## config.mk

```make
export PLATFORM = sky130hd
export DESIGN_NAME = seven_seg_mux_driver
export DESIGN_NICKNAME = d
export VERILOG_FILES = /design/src/rtl/seven_seg_pkg.sv /design/src/rtl/seven_seg_hex_decode.sv /design/src/rtl/seven_seg_mux_driver.sv
export SDC_FILE = /design/constraint.sdc
export NUM_CORES = 1
export LEC_CHECK = 0
export CORE_MARGIN = 5
export CORE_UTILIZATION = 51
export DETAILED_ROUTE_END_ITERATION = 10
export PLACE_DENSITY_LB_ADDON = 0.1
export SLEW_MARGIN = 10
export SYNTH_ARGS = -nofsm -noshare
export SYNTH_HDL_FRONTEND = slang
export SYNTH_HIERARCHICAL = 1
export SYNTH_SLANG_ARGS = --single-unit
```

## constraint.sdc

```tcl
create_clock -name div_clock -period 3 [get_ports div_clock]
set_input_delay 0.45 -clock div_clock [delete_from_list [all_inputs] [get_ports div_clock]]
set_output_delay 0.45 -clock div_clock [all_outputs]
set_load 0.01 [all_outputs]
```

## src/rtl/seven_seg_pkg.sv

```systemverilog
// seven_seg_pkg: shared constants for the seven-segment scan driver
//   HEX_SEG   : 16-entry hex-to-segment table, active-low, bit order {g,f,e,d,c,b,a}
//   SEG_BLANK : all segments off
//   ANODE_OFF : level of an unselected (dark) anode line
package seven_seg_pkg;
  localparam logic [6:0] SEG_BLANK = 7'b1111111;
  localparam logic ANODE_OFF = 1'b1;
  localparam logic [6:0] HEX_SEG [16] = '{
    7'b1000000, 7'b1111001, 7'b0100100, 7'b0110000,
    7'b0011001, 7'b0010010, 7'b0000010, 7'b1111000,
    7'b0000000, 7'b0010000, 7'b0001000, 7'b0000011,
    7'b1000110, 7'b0100001, 7'b0000110, 7'b0001110
  };
endpackage

```

## src/rtl/seven_seg_hex_decode.sv

```systemverilog
// seven_seg_hex_decode: combinational hex nibble to active-low segment pattern
//   nibble : 4-bit hex value
//   seg    : 7-bit active-low segments {g,f,e,d,c,b,a}
module seven_seg_hex_decode
  import seven_seg_pkg::*;
(
  input  logic [3:0] nibble,
  output logic [6:0] seg
);
  assign seg = HEX_SEG[nibble];
endmodule

```

## src/rtl/seven_seg_mux_driver.sv

```systemverilog
// seven_seg_mux_driver: time-multiplexed seven-segment display scanner with PWM dimming
//   div_clock  : scan clock, rising edge
//   reset      : asynchronous active-high reset
//   digits     : hex nibble per digit, digit i = digits[4i+3:4i]
//   dp         : decimal-point request per digit, 1 = lit
//   digit_en   : per-digit enable, 1 = digit may light
//   brightness : on-ticks per digit slot, 0 = dark
//   anode      : active-low digit select, registered
//   seg        : active-low segments {g,f,e,d,c,b,a}, registered
//   dp_n       : active-low decimal point, registered
//   frame_tick : one-cycle pulse following each frame end, registered
// Define SEVEN_SEG_BLANK_EN to blank all anodes at dwell 0 of every slot (anti-ghosting).
module seven_seg_mux_driver
  import seven_seg_pkg::*;
#(
  parameter int NUM_DIGITS = 4,
  parameter int DWELL_W = 4
) (
  input  logic                    div_clock,
  input  logic                    reset,
  input  logic [4*NUM_DIGITS-1:0] digits,
  input  logic [NUM_DIGITS-1:0]   dp,
  input  logic [NUM_DIGITS-1:0]   digit_en,
  input  logic [DWELL_W-1:0]      brightness,
  output logic [NUM_DIGITS-1:0]   anode,
  output logic [6:0]              seg,
  output logic                    dp_n,
  output logic                    frame_tick
);
  localparam int IDX_W = NUM_DIGITS > 1 ? $clog2(NUM_DIGITS) : 1;
  logic [DWELL_W-1:0] dwell_cnt;
  logic [IDX_W-1:0] dig_idx;
  logic [4*NUM_DIGITS-1:0] sh_digits;
  logic [NUM_DIGITS-1:0] sh_dp, sh_en;
  logic [DWELL_W-1:0] sh_bright;
  logic last_dwell, last_idx, frame_end, blank, lit;
  logic [3:0] cur_nib;
  logic [6:0] cur_seg;
  logic [NUM_DIGITS-1:0] anode_nxt;
  // DWELL is a power of two, so the dwell counter wraps naturally at all-ones
  assign last_dwell = &dwell_cnt;
  assign last_idx = dig_idx == IDX_W'(NUM_DIGITS - 1);
  assign frame_end = last_dwell && last_idx;
`ifdef SEVEN_SEG_BLANK_EN
  assign blank = dwell_cnt == '0;
`else
  assign blank = 1'b0;
`endif
  assign cur_nib = sh_digits[{dig_idx, 2'b00} +: 4];
  assign lit = sh_en[dig_idx] && (dwell_cnt < sh_bright) && !blank;
  // flipping one bit of the all-off pattern guarantees at most one active anode
  assign anode_nxt = {NUM_DIGITS{ANODE_OFF}} ^ (NUM_DIGITS'(lit) << dig_idx);
  seven_seg_hex_decode u_dec (
    .nibble(cur_nib),
    .seg   (cur_seg)
  );
  always_ff @(posedge div_clock or posedge reset)
    if (reset) begin
      dwell_cnt  <= '0;
      dig_idx    <= '0;
      sh_digits  <= '0;
      sh_dp      <= '0;
      sh_en      <= '0;
      sh_bright  <= '0;
      anode      <= {NUM_DIGITS{ANODE_OFF}};
      seg        <= SEG_BLANK;
      dp_n       <= 1'b1;
      frame_tick <= 1'b0;
    end else begin
      dwell_cnt  <= dwell_cnt + DWELL_W'(1);
      dig_idx    <= !last_dwell ? dig_idx : last_idx ? '0 : dig_idx + IDX_W'(1);
      anode      <= anode_nxt;
      seg        <= cur_seg;
      dp_n       <= ~sh_dp[dig_idx];
      frame_tick <= frame_end;
      if (frame_end) begin
        sh_digits <= digits;
        sh_dp     <= dp;
        sh_en     <= digit_en;
        sh_bright <= brightness;
      end
    end
endmodule

```

== Word level (Yosys, flattened, before mapping) ==
Memory sizes are Yosys's and may differ from the RTL's. A register that Yosys moved wholly into a read port is not among the register bits.
Index checks and enable logic that the tools add are counted.

* Shift-type cells: 2
* Bitwise operators: 3
* Mux-type cells: 5
* Equal/unequal tests: 1
* Reductions and logical operators: 3
* $lt $le $gt $ge: 2
* Add/sub/neg operators: 2

{| class="wikitable"
|+ Operators by type and width
! kind !! number
|-
| $shiftx 16x5->4 || 1
|-
| $not 4->5 || 1
|-
| $add 4x1->4 const B || 1
|-
| $bmux 1 s2 || 2
|-
| $lt 4x4->1 || 1
|-
| $not 4->4 || 1
|-
| $reduce_and 4->1 || 1
|-
| $shl 1x2->4 || 1
|-
| $lt 2x3->1 const B || 1
|-
| $add 2x1->2 const B || 1
|-
| $eq 2x2->1 const B || 1
|-
| $logic_and 1x1->1 || 2
|-
| $mux 1 || 2
|-
| $mux 2 || 1
|-
| $not 1->1 || 1
|}

* Flip-flop bits (word level): 40
* Output and inout bits: 13
* ROM bits: 112
* Memories: 1
* Bits of input ports: 30
* Word-level logic and storage cells: 28

{| class="wikitable"
|+ Memories
! name !! words !! bits a word !! rd ports !! clocked after Yosys merged registers in !! write ports !! RTL line !! source
|-
| (no name shown) || 16 || 7 || 1 || 1 || 0 || seven_seg_hex_decode.sv:10 || <nowiki>assign seg = HEX_SEG[nibble];</nowiki>
|}

== Longest topological paths before layout ==
* Depth in word-level cells: 5
* Depth in mapped cells: 7
* Depth with buffers taken out: 6

== Cells and area by module ==
Netlist, hierarchy kept.

{| class="wikitable"
|+ By module, submodules not included
! module !! area an instance (um^2) !! cells an instance !! seq. area each (um^2) !! instances
|-
| seven_seg_mux_driver || 1911.8 || 117 || 1191.1 || 1
|-
| seven_seg_hex_decode || 275.3 || 32 || 0.0 || 1
|}

== Least setup slack after synthesis ==
OpenSTA, ideal clock, no wires.

* Kind: flip-flop to flip-flop
* Start: register dig_idx[0]
* End: register seg[0]
* Required time: 2.921 ns
* Library setup time: 0.079 ns
* Slack: 0.808 ns
* Path buffers: 1
* Arrival: 2.114 ns
* Clock period less this slack: 2.192 ns
* Cell stages (with the launch flop): 8
* Path through: dfrtp_1 -> buf_2 -> mux4_2 -> inv_1 -> ha_1 -> and2b_2 -> or3b_1 -> o21ai_0

* Word-level cells in the longest chain between the ends: 2

{| class="wikitable"
|+ Ends and longest elaborated chain
! what !! RTL line !! source
|-
| from (decl) || seven_seg_mux_driver.sv:32 || <nowiki>logic [IDX_W-1:0] dig_idx;</nowiki>
|-
| from (signal assigned) || seven_seg_mux_driver.sv:71 || <nowiki>dig_idx <= !last_dwell ? dig_idx : last_idx ? '0 : dig_idx + IDX_W'(1);</nowiki>
|-
| $shiftx 16x5->4 || seven_seg_mux_driver.sv:49 || <nowiki>assign cur_nib = sh_digits[{dig_idx, 2'b00} +: 4];</nowiki>
|-
| via cur_nib[1] || seven_seg_mux_driver.sv:37 || <nowiki>logic [3:0] cur_nib;</nowiki>
|-
| $not 4->5 (implied by the code) || seven_seg_hex_decode.sv:10 ||
|-
| to (decl) || seven_seg_mux_driver.sv:26 || <nowiki>output logic [6:0] seg,</nowiki>
|}

The timed path passes the listed nets, and every way through them passes these cells.
A chain may end at the register's enable or synchronous reset.

== Worst setup path after layout ==
Same ends and word-level chain as after synthesis.

==> impl_metrics.yaml <==
cells_and_area:
  n_antenna_cell: 0
  final_nets: 235
  stdcell_count: 244
  area_growth_pct: 24.2
  layout-drive-gt1-share_pct: 29.4
  fin_util_pct: 66.5
  nFillCells: 305
floorplanning:
  core.rowCount: 23
  num_io_pins: 43
  core_area_mm2: 0.00409
  die_h_um: 75.5
  start_util_pct: 53.5
  die_w_um: 75.5
  dieArea_mm2: 0.00570
sta:
  slew_viol_final: 0
  setup_slack_ps: 566
  worst_pin_slew_ps: 951
  relSlewSlack_pct: 36.5
  setup_violations: 0
  period_needed_ps: 2430
  rsz0062_at_grt: "false"
  tns_ps: 0
  fin_skew_ps: 6.58
  fin_crit_sh_pct: 81.1
  hold_viol: 0
  fmax_mhz: 411
worst_setup_path:
  r2r-start: "dig_idx[0]"
  max_stage_delay_ps: 660
  crit_type: "reg2reg"
  critPathLaunch: "dig_idx[0]"
  crit_slowest_cell: "dfrtp_1"
  cp-end-kind: "register"
  worstPathCellList: "mux4_2 > inv_1 > ha_1 > and2b_2 > or3b_1 > o21ai_0"
  worst_r2r_path_depth: 6
  crit_required_ps: 3220
  r2r_slack_ps: 570
  arrival_ps: 2660
  critPathLaunchType: "register"
  worstPathMaxFanout: 12
route:
  drt_drc_violations_left: 0
  wl_per_cell_um: 15.7
  dr.pass1.iters: 4
  avgViaCountPerCell: 5.41
  wirelength_um: 3840
  route.met3.wl_um: 236
  dr_wl_met2_um: 2000
  drtAntennaViolNets: 0
  first_iter_violations: 54
  wl_met1_um: 1530
  vias: 1319
  top_layer_used: "met4"
place:
  globalplace.congestion: 0.796
  dp_hpwl_um: 2840
  place_inst: 236
  place_ws_ps: 578
  port_buffers: 42
clocking:
  cts_tree: "done"
  h-tree-depth: 2
  clkLatencyLatePin_ps: 300
  cts_buffers: 5
  cts-root-buf: "clkbuf_8"
  cts_setup_buffers: 0
  cts_resized: 0
  hold_buffers: 0
  clk_path_buf_depth: 2
  clock-sinks: 47
  cts.clk_slew.worst_paths_ps: 80
global_route:
  groute.usage.overall_pct: 15.0
  antenna_found_initial: 0
  grt_max_degree: 48
  grt_overflow: 0
  grt_pass1_vias: 1314
  grt_pass1_wl_um: 6260
logic_synthesis:
  ys_seq_area_share_pct: 54.5
  synth_edf_count: 0
  synth_area_mm2: 0.00219
  synth.distinct_cells: 31
  ys.flop_type: "dfrtp_1"
  synthArstFlopShare_pct: 100
  yosysWarnings: 6
  synthesis.nets: 191
  avgSynthCellArea_um2: 14.7
  syn_inst: 149
  ys_seq_elements: 47
power_and_ir_drop:
  p_per_area_mw_per_mm2: 439
  leakage_nw: 1.22
  p_total_mw: 1.19
  peakVddDrop_mv: 0.324
status:
  status: "completed"
job:
  drv_cap: 0
min_path:
  min-delay-path-class: "reg2reg"
  holdCritStartpoint: "dwell_cnt[0]"
  hold_path_depth: 1
==> area by class of cell <==
type | count | area [µm²] | share of cell area [%]
clock buffers | 7 | 76.3 | 2.81
clock inverters | 1 | 7.51 | 0.276
inverters | 10 | 37.5 | 1.38
multi-input cells | 85 | 906 | 33.3
flip-flops and latches | 47 | 1190 | 43.9
well taps | 50 | 62.6 | 2.30
repair buffers | 44 | 435 | 16.0
==> through the flow <==
step | instance area (µm²) | hold slack [ps]
6_report | 2720 | 480
5_1_grt | 2720 | 530
4_1_cts | 2720 | 488
3_5_place_dp | 2630 | 475
3_3_place_gp | 2630 | 460
2_1_floorplan | 2190 | 435
==> metal layers <==
layer  vias to the layer above  global-route usage [%]
li1                        620                       -
met1                       655                    17.3
met2                        37                    25.9
met3                         7                    4.88
met4                         0                    5.63
met5                         -                       0
==> worst max-delay path, delay by kind of cell (launching register included) <==
kind | cells | cell delay, ps
AND/OR/NAND/NOR | 2 | 600
flip-flops | 1 | 660
buffers and inverters | 1 | 180
adder cells (fa/ha/maj) | 1 | 220
AO/OA/AOI/OAI | 1 | 80
multiplexers | 1 | 630
==> flip-flops by register name (all words and copies together), names as in the netlist <==
register / count
dp_n: 1
seg: 7
frame_tick: 1
dig_idx: 2
sh_digits: 16
sh_dp: 4
sh_bright: 4
dwell_cnt: 4
anode: 4
sh_en: 4
==> cell usage in the layout (no fill, tap or decap), drive strengths merged <==
| master | instances |
|---|---|
| dfstp | 12 |
| inv | 10 |
| a22o | 2 |
| clkbuf | 7 |
| clkinvlp | 1 |
| mux2 | 30 |
| a211oi | 1 |
| nand2b | 1 |
| a32o | 1 |
| nand4 | 1 |
| xor2 | 1 |
| nor3 | 2 |
| ha | 12 |
| mux4 | 6 |
| buf | 2 |
| and2b | 1 |
| nand3 | 2 |
| dfrtp | 35 |
| or3b | 1 |
| o21ai | 7 |
| a21oi | 1 |
| mux2i | 4 |
| and4b | 1 |
| nor4bb | 1 |
| nand2 | 2 |
| xnor2 | 1 |
| a21o | 1 |
| nor4b | 1 |
| nor2 | 5 |
| clkdlybuf4s50 | 42 |
==> report_power, final <==
group | switching (mW) | total [mW] | internal (mW)
Sequential | 0.0133 | 0.683 | 0.669
Clock | 0.206 | 0.371 | 0.165
Combinational | 0.0515 | 0.140 | 0.0880
==> path summary, 6_finish.rpt <==
check,end
worst max-delay path,seg[0]
worst min-delay path,dwell_cnt[0]
worst max register to register,seg[0]
worst min register to register,dwell_cnt[0]
max in group asynchronous,sh_en[3]
min in group asynchronous,sh_digits[13]
==> Yosys cell counts (2+ instances only) <==
library cell / instances / area (µm²)
dfrtp_1: 35 / 876
mux2_2: 21 / 236
dfstp_2: 12 / 315
ha_1: 12 / 150
inv_1: 10 / 37.5
mux2_4: 9 / 135
o21ai_0: 7 / 35.0
mux4_2: 5 / 113
nor2_1: 5 / 18.8
mux2i_1: 4 / 40.0
buf_2: 3 / 15.0
buf_6: 3 / 33.8
a22o_1: 2 / 17.5
nand2_1: 2 / 7.51
nand3_1: 2 / 10.0
nor3_1: 2 / 10.0
==> kinds of logic after synthesis <==
| logic type | after synthesis | synth area share [%] |
|---|---|---|
| AOI/OAI and AO/OA | 13 | 3.78 |
| xor gates and xnor gates | 2 | 0.801 |
| adders and majority gates | 12 | 6.86 |
| buffers and inverters | 17 | 4.12 |
| DFF | 47 | 54.5 |
| muxes | 40 | 25.2 |
| and+or+nand+nor | 18 | 4.81 |
Note: power is estimated with default switching activity, not from simulation.
